### config.mk
export PLATFORM = sky130hd
export DESIGN_NAME = axil4_mmio_slave
export DESIGN_NICKNAME = d
export VERILOG_FILES = /design/src/rtl/axil4_mmio_slave.sv
export SDC_FILE = /design/constraint.sdc
export NUM_CORES = 2
export LEC_CHECK = 0
export ABC_CLOCK_PERIOD_IN_PS = 5700
export CORE_MARGIN = 3
export CORE_UTILIZATION = 60
export CTS_CLUSTER_SIZE = 10
export DETAILED_ROUTE_END_ITERATION = 12
export PLACE_DENSITY_LB_ADDON = 0.25
export SYNTH_ARGS = -nofsm -noshare
export SYNTH_HDL_FRONTEND = slang
export SYNTH_SLANG_ARGS = --single-unit
### constraint.sdc
create_clock -name clk -period 5.7 [get_ports clk]
set_clock_uncertainty 0.1 [all_clocks]
set_input_delay 0.57 -clock clk [delete_from_list [all_inputs] [get_ports clk]]
set_output_delay 0.57 -clock clk [all_outputs]
set_load 0.01 [all_outputs]
### src/rtl/axil4_mmio_slave.sv
`timescale 1ns/1ps
// AXI-Lite responder over a DEPTH x 128b register line store with byte-strobed writes and
// programmable read/write latency; out-of-window reads return zero, out-of-window writes SLVERR.
module axil4_mmio_slave #(
    parameter logic [31:0] BASE_ADDR = 32'h0000_8000,
    parameter int          DEPTH     = 16,
    parameter int          RD_LAT    = 2,
    parameter int          WR_LAT    = 2
) (
    input  logic         clk,
    input  logic         rst,
    input  logic [31:0]  readAddr_addr,
    input  logic         readAddr_valid,
    output logic         readAddr_ready,
    output logic [127:0] readData_data,
    output logic         readData_valid,
    input  logic         readData_ready,
    input  logic [31:0]  writeAddr_addr,
    input  logic         writeAddr_valid,
    output logic         writeAddr_ready,
    input  logic [127:0] writeData_data,
    input  logic [15:0]  writeData_strb,
    input  logic         writeData_valid,
    output logic         writeData_ready,
    output logic [31:0]  writeResp_msg,
    output logic         writeResp_valid,
    input  logic         writeResp_ready
);
    localparam int          IDXW    = $clog2(DEPTH);
    localparam logic [32:0] WIN_END = {1'b0, BASE_ADDR} + 33'(DEPTH * 16);

    typedef enum logic [1:0] {R_IDLE, R_WAIT, R_RESP} rd_state_t;
    typedef enum logic [1:0] {W_IDLE, W_WAIT, W_RESP} wr_state_t;

    // Full 32-bit compare; the extra top bit keeps a window ending at 4 GiB from wrapping.
    function automatic logic in_win(input logic [31:0] a);
        return ({1'b0, a} >= {1'b0, BASE_ADDR}) && ({1'b0, a} < WIN_END);
    endfunction

    rd_state_t       rd_state_q, rd_state_d;
    logic [3:0]      rd_cnt_q, rd_cnt_d;
    logic [31:0]     rd_addr_q, rd_addr_d;
    logic            rd_ardy_q, rd_ardy_d;
    logic            rd_dvld_q, rd_dvld_d;
    logic [127:0]    rd_data_q, rd_data_d;

    wr_state_t       wr_state_q, wr_state_d;
    logic [3:0]      wr_cnt_q, wr_cnt_d;
    logic [31:0]     wr_addr_q, wr_addr_d;
    logic [127:0]    wr_data_q, wr_data_d;
    logic [15:0]     wr_strb_q, wr_strb_d;
    logic            aw_got_q, aw_got_d;
    logic            w_got_q, w_got_d;
    logic            aw_rdy_q, aw_rdy_d;
    logic            w_rdy_q, w_rdy_d;
    logic            resp_vld_q, resp_vld_d;
    logic [31:0]     resp_msg_q, resp_msg_d;

    logic [127:0]    store_q [DEPTH];
    logic [127:0]    store_d [DEPTH];
    logic            commit;
    logic [IDXW-1:0] rd_idx, wr_idx;

    assign rd_idx = rd_addr_q[IDXW+3:4];
    assign wr_idx = wr_addr_q[IDXW+3:4];

    always_comb begin
        rd_state_d = rd_state_q;
        rd_cnt_d   = rd_cnt_q;
        rd_addr_d  = rd_addr_q;
        rd_dvld_d  = rd_dvld_q;
        rd_data_d  = rd_data_q;
        case (rd_state_q)
            R_IDLE: if (readAddr_valid && rd_ardy_q) begin
                rd_addr_d  = readAddr_addr;
                rd_cnt_d   = 4'(RD_LAT);
                rd_state_d = R_WAIT;
            end
            R_WAIT: if (rd_cnt_q == 4'd0) begin
                // Samples the registered store, so a same-edge write commit is not yet visible.
                rd_data_d  = in_win(rd_addr_q) ? store_q[rd_idx] : 128'h0;
                rd_dvld_d  = 1'b1;
                rd_state_d = R_RESP;
            end else begin
                rd_cnt_d = rd_cnt_q - 4'd1;
            end
            R_RESP: if (readData_ready) begin
                rd_dvld_d  = 1'b0;
                rd_state_d = R_IDLE;
            end
            default: rd_state_d = R_IDLE;
        endcase
        rd_ardy_d = (rd_state_d == R_IDLE);
    end

    always_comb begin
        wr_state_d = wr_state_q;
        wr_cnt_d   = wr_cnt_q;
        wr_addr_d  = wr_addr_q;
        wr_data_d  = wr_data_q;
        wr_strb_d  = wr_strb_q;
        aw_got_d   = aw_got_q;
        w_got_d    = w_got_q;
        resp_vld_d = resp_vld_q;
        resp_msg_d = resp_msg_q;
        commit     = 1'b0;
        case (wr_state_q)
            W_IDLE: begin
                if (writeAddr_valid && aw_rdy_q) begin
                    wr_addr_d = writeAddr_addr;
                    aw_got_d  = 1'b1;
                end
                if (writeData_valid && w_rdy_q) begin
                    wr_data_d = writeData_data;
                    wr_strb_d = writeData_strb;
                    w_got_d   = 1'b1;
                end
                if (aw_got_d && w_got_d) begin
                    wr_cnt_d   = 4'(WR_LAT);
                    wr_state_d = W_WAIT;
                end
            end
            W_WAIT: if (wr_cnt_q == 4'd0) begin
                commit     = 1'b1;
                resp_msg_d = in_win(wr_addr_q) ? 32'h0 : 32'h2;
                resp_vld_d = 1'b1;
                wr_state_d = W_RESP;
            end else begin
                wr_cnt_d = wr_cnt_q - 4'd1;
            end
            W_RESP: if (writeResp_ready) begin
                resp_vld_d = 1'b0;
                aw_got_d   = 1'b0;
                w_got_d    = 1'b0;
                wr_state_d = W_IDLE;
            end
            default: wr_state_d = W_IDLE;
        endcase
        aw_rdy_d = (wr_state_d == W_IDLE) && !aw_got_d;
        w_rdy_d  = (wr_state_d == W_IDLE) && !w_got_d;
    end

    always_comb begin
        store_d = store_q;
        if (commit && in_win(wr_addr_q)) begin
            for (int b = 0; b < 16; b++) begin
                if (wr_strb_q[b]) store_d[wr_idx][8*b +: 8] = wr_data_q[8*b +: 8];
            end
        end
    end

    always_ff @(posedge clk or negedge rst) begin
        if (!rst) begin
            rd_state_q <= R_IDLE;
            rd_cnt_q   <= '0;
            rd_addr_q  <= '0;
            rd_ardy_q  <= 1'b0;
            rd_dvld_q  <= 1'b0;
            rd_data_q  <= '0;
            wr_state_q <= W_IDLE;
            wr_cnt_q   <= '0;
            wr_addr_q  <= '0;
            wr_data_q  <= '0;
            wr_strb_q  <= '0;
            aw_got_q   <= 1'b0;
            w_got_q    <= 1'b0;
            aw_rdy_q   <= 1'b0;
            w_rdy_q    <= 1'b0;
            resp_vld_q <= 1'b0;
            resp_msg_q <= '0;
            for (int i = 0; i < DEPTH; i++) store_q[i] <= '0;
        end else begin
            rd_state_q <= rd_state_d;
            rd_cnt_q   <= rd_cnt_d;
            rd_addr_q  <= rd_addr_d;
            rd_ardy_q  <= rd_ardy_d;
            rd_dvld_q  <= rd_dvld_d;
            rd_data_q  <= rd_data_d;
            wr_state_q <= wr_state_d;
            wr_cnt_q   <= wr_cnt_d;
            wr_addr_q  <= wr_addr_d;
            wr_data_q  <= wr_data_d;
            wr_strb_q  <= wr_strb_d;
            aw_got_q   <= aw_got_d;
            w_got_q    <= w_got_d;
            aw_rdy_q   <= aw_rdy_d;
            w_rdy_q    <= w_rdy_d;
            resp_vld_q <= resp_vld_d;
            resp_msg_q <= resp_msg_d;
            for (int i = 0; i < DEPTH; i++) store_q[i] <= store_d[i];
        end
    end

    assign readAddr_ready  = rd_ardy_q;
    assign readData_valid  = rd_dvld_q;
    assign readData_data   = rd_data_q;
    assign writeAddr_ready = aw_rdy_q;
    assign writeData_ready = w_rdy_q;
    assign writeResp_valid = resp_vld_q;
    assign writeResp_msg   = resp_msg_q;
endmodule

==> flow_metrics.tcl <==
set metrics [dict create \
    critical-path-top-delay-family "simple AND/OR/NAND/NOR gates" \
    grt_max_degree 185 \
    postRouteAntennaNets 0 \
    yosysWarnings 0 \
    status "completed" \
    fillers 12048 \
    drt-vias-per-instance 6.476 \
    post-route-period-util_pct 70.08 \
    finalSetupViolCount 0 \
    crit_type "flip-flop to flip-flop" \
    yosysUniqueCellTypes 49 \
    grt_pass1_vias 65814 \
    tritoncts "built" \
    htreeDepth 5 \
    synth_top_family_by_area "multiplexers" \
    ys_ff_latch 2396 \
    setup_tns_ns 0 \
    syn_inst 6602 \
    synthXorXnorAreaFrac_pct 0.03178 \
    total_power_uw 45210 \
    syn_area_per_cell_um2 16.70 \
    dr_total_vias 60776 \
    p_leak_uw 0.05888 \
    seq_area_frac_synth_pct 54.39 \
    insertion_delay_ns 0.91 \
    synthFlopType "dfrtp_1" \
    dr.pass1.iters 5 \
    core-area_um2 181700 \
    finalHoldViolCount 0 \
    place.gp.congestion 0.7747 \
    antenna_found_initial 6 \
    power_density_nw_per_um2 365.2 \
    grt_pass1_wl_um 408200 \
    worstMarginPinSlew_ns 1.201 \
    max_freq_ghz 0.2503 \
    synth_edf_count 0 \
    finalCriticalPeriod_ns 3.995 \
    die_y_um 434.7 \
    ir_drop_mv 0.4628 \
    arrival_ns 4.68 \
    cp-end-kind "flip-flop" \
    die_area_um2 188900 \
    track_usage_pct 28.43 \
    cts_buffers 293 \
    cts_buffer_depth 4 \
    crit_required_ns 6.38 \
    slowest_delay_ns 0.99 \
    async_flop_share_pct 100.0 \
    synth_adder_area_share_pct 0.04540 \
    syn2layout_area_growth_pct 12.32 \
    wl_um 263400 \
    layout.nets 7110 \
    io_pins 380 \
    critPathMaxFanout 81 \
    drt_iter0_drc 4360 \
    wire_per_inst_um 28.06 \
    drc 0 \
    rsz0062_at_grt "false" \
    cts_setup_buffers 0 \
    grt_remaining_overflow 0 \
    fp-row-count 156 \
    crit_chain "inv_1 > ha_1 > nor3b_1 > nand4_1 > buf_12 > nor4_4 > mux2_4" \
    dieWidth_um 434.7 \
    drv_slew 0 \
    max_cap_violations 0 \
    cts.sinks 2396 \
    synth_compound_area_share_pct 2.295 \
    hpwl_um 159000 \
    startpoint_type "flip-flop" \
    initial_core_util_pct 60.67 \
    syn_area_um2 110200 \
    drive_gt1_share_pct 49.89 \
    relSlewSlack_pct 19.30 \
    cts-root-buf "clkbuf_16" \
    worst-path-buf-inv 2 \
    post_cts_resized 0 \
    hold_class "primary input to flip-flop" \
    clk_pin_slew_ns 0.05 \
    io_buffers 340 \
    slowest_stage "nor4_4" \
    yosys.area_share.simple_pct 6.031 \
    synth.area.mux_share_pct 35.11 \
]
[cells by family (layout without fill, tap and decap cells)]
| logic type | count (synthesis) | in the layout |
|---|---|---|
| and+or+nand+nor | 500 | 500 |
| muxes | 2882 | 2882 |
| xor gates and xnor gates | 4 | 4 |
| other | 1 | 34 |
| DFF | 2396 | 2396 |
| AOI/OAI and AO/OA | 309 | 309 |
| adders and majority gates | 4 | 4 |
| buffers and inverters | 506 | 807 |
[sequential cells by signal (all words and copies together), names as in the netlist]
register,count
rd_addr_q,28
readData_valid,1
w_got_q,1
aw_got_q,1
writeResp_msg,1
readData_data,128
rd_cnt_q,4
writeData_ready,1
writeResp_valid,1
readAddr_ready,1
wr_state_q,2
wr_cnt_q,4
store_q,2048
wr_data_q,128
rd_state_q,2
wr_addr_q,28
wr_strb_q,16
writeAddr_ready,1
[power by group]
| part | total [uW] | leakage [uW] | internal [uW] | switching, uW |
|---|---|---|---|---|
| Sequential | 20600 | 0.0331 | 17800 | 2790 |
| Clock | 16000 | 0.00380 | 9380 | 6580 |
| Combinational | 8700 | 0.0220 | 3080 | 5620 |
[placed cells by master (no fill, tap or decap), drive strengths merged, types with 2 or more instances in the layout]
master and n:
a22oi 104, clkbuf 330, nor4 266, nand3 12, mux4 512, a22o 83
buf 109, nand4 4, clkinv 3, nor4b 2, diode 3, a211o 45
nor2 13, conb 31, inv 24, nand2 133, a21oi 3, mux2 2232
nor2b 54, o21a 2, o21ai 22, dfrtp 2396, mux2i 138, ha 4
a32o 45, nor3 6, nand2b 3, or3b 2, clkdlybuf4s50 339, xor2 4
[per-stage QoR]
step | cell area, um2 | util [%] | std cells | hold slack, ns | worst slack [ns]
after floorplan | 110400 | - | 6632 | 0.1744 | 3.108
after global placement | 116100 | 63.87 | 9044 | 0.3649 | 1.790
after detailed placement | 116100 | 63.87 | 9044 | 0.3691 | 1.817
after CTS | 123800 | 68.14 | 9382 | 0.08819 | 1.795
after global routing | 123800 | 68.14 | 9384 | 0.1146 | 1.587
final | 123800 | 68.14 | 9385 | 0.1459 | 1.705
[worst paths after layout]
kind                       cells past startpoint         startpoint  slack [ns]            end
min reg2reg                                    1      store_q[1084]        0.39  store_q[1084]
max                                            7        wr_cnt_q[0]        1.71  store_q[1860]
min in group asynchronous                      2                rst        0.23  rd_addr_q[11]
max reg2reg                                    7        wr_cnt_q[0]        1.71  store_q[1860]
min                                            3  writeData_strb[8]        0.15   wr_strb_q[8]
max in group asynchronous                      4                rst        3.49   rd_addr_q[6]
[layout make-up]
class | instances | area (um2) | area share [%]
Timing Repair Buffer | 449 | 4705 | 3.799
Inverter | 21 | 78.83 | 0.06366
Clock inverter | 7 | 97.59 | 0.07882
Tap cell | 2449 | 3064 | 2.475
Antenna cell | 3 | 7.507 | 0.006063
Clock buffer | 330 | 7649 | 6.177
Multi-Input combinational cell | 3730 | 48250 | 38.97
Sequential cell | 2396 | 59970 | 48.43
[synth_stat cells, types with 8 or more instances]
library cell / number / area share (%)
nor2_1: 12 / 0.041
nor4_1: 10 / 0.057
a22o_1: 83 / 0.66
mux4_2: 512 / 10
a32o_1: 45 / 0.41
nor4_4: 256 / 4.9
nor2b_1: 54 / 0.31
mux2_2: 2048 / 21
a211o_1: 45 / 0.36
mux2_1: 8 / 0.082
inv_2: 16 / 0.054
buf_6: 13 / 0.13
mux2_4: 176 / 2.4
buf_2: 78 / 0.35
dfrtp_1: 2396 / 54
buf_1: 197 / 0.67
buf_4: 58 / 0.39
a22oi_1: 104 / 0.71
mux2i_1: 138 / 1.3
clkbuf_1: 139 / 0.47
nand2_1: 128 / 0.44
o21ai_0: 22 / 0.10
[worst min-delay path: stages]
cell and delay [ns]:
clkdlybuf4s50_1 0.40, nand2_1 0.05, o21ai_0 0.08
[metal layers]
layer | vias up | wire length, um | global-route usage, % | share of wire [%]
met5 | - | 0 | 0 | 0
li1 | 25519 | - | - | -
met3 | 501 | 12980 | 4.447 | 4.9
met4 | 0 | 9297 | 10.19 | 3.5
met2 | 1571 | 130200 | 46.60 | 49
met1 | 33185 | 110900 | 38.99 | 42
[what timing repair did]
| action | 4_1_cts | 5_1_grt |
|---|---|---|
| hold buffers | 1 | 0 |
| hold endpoints to repair | 99 | 0 |
| endpoints found under the setup margin | 0 | 0 |
Note: power is estimated with default switching activity, not from simulation.
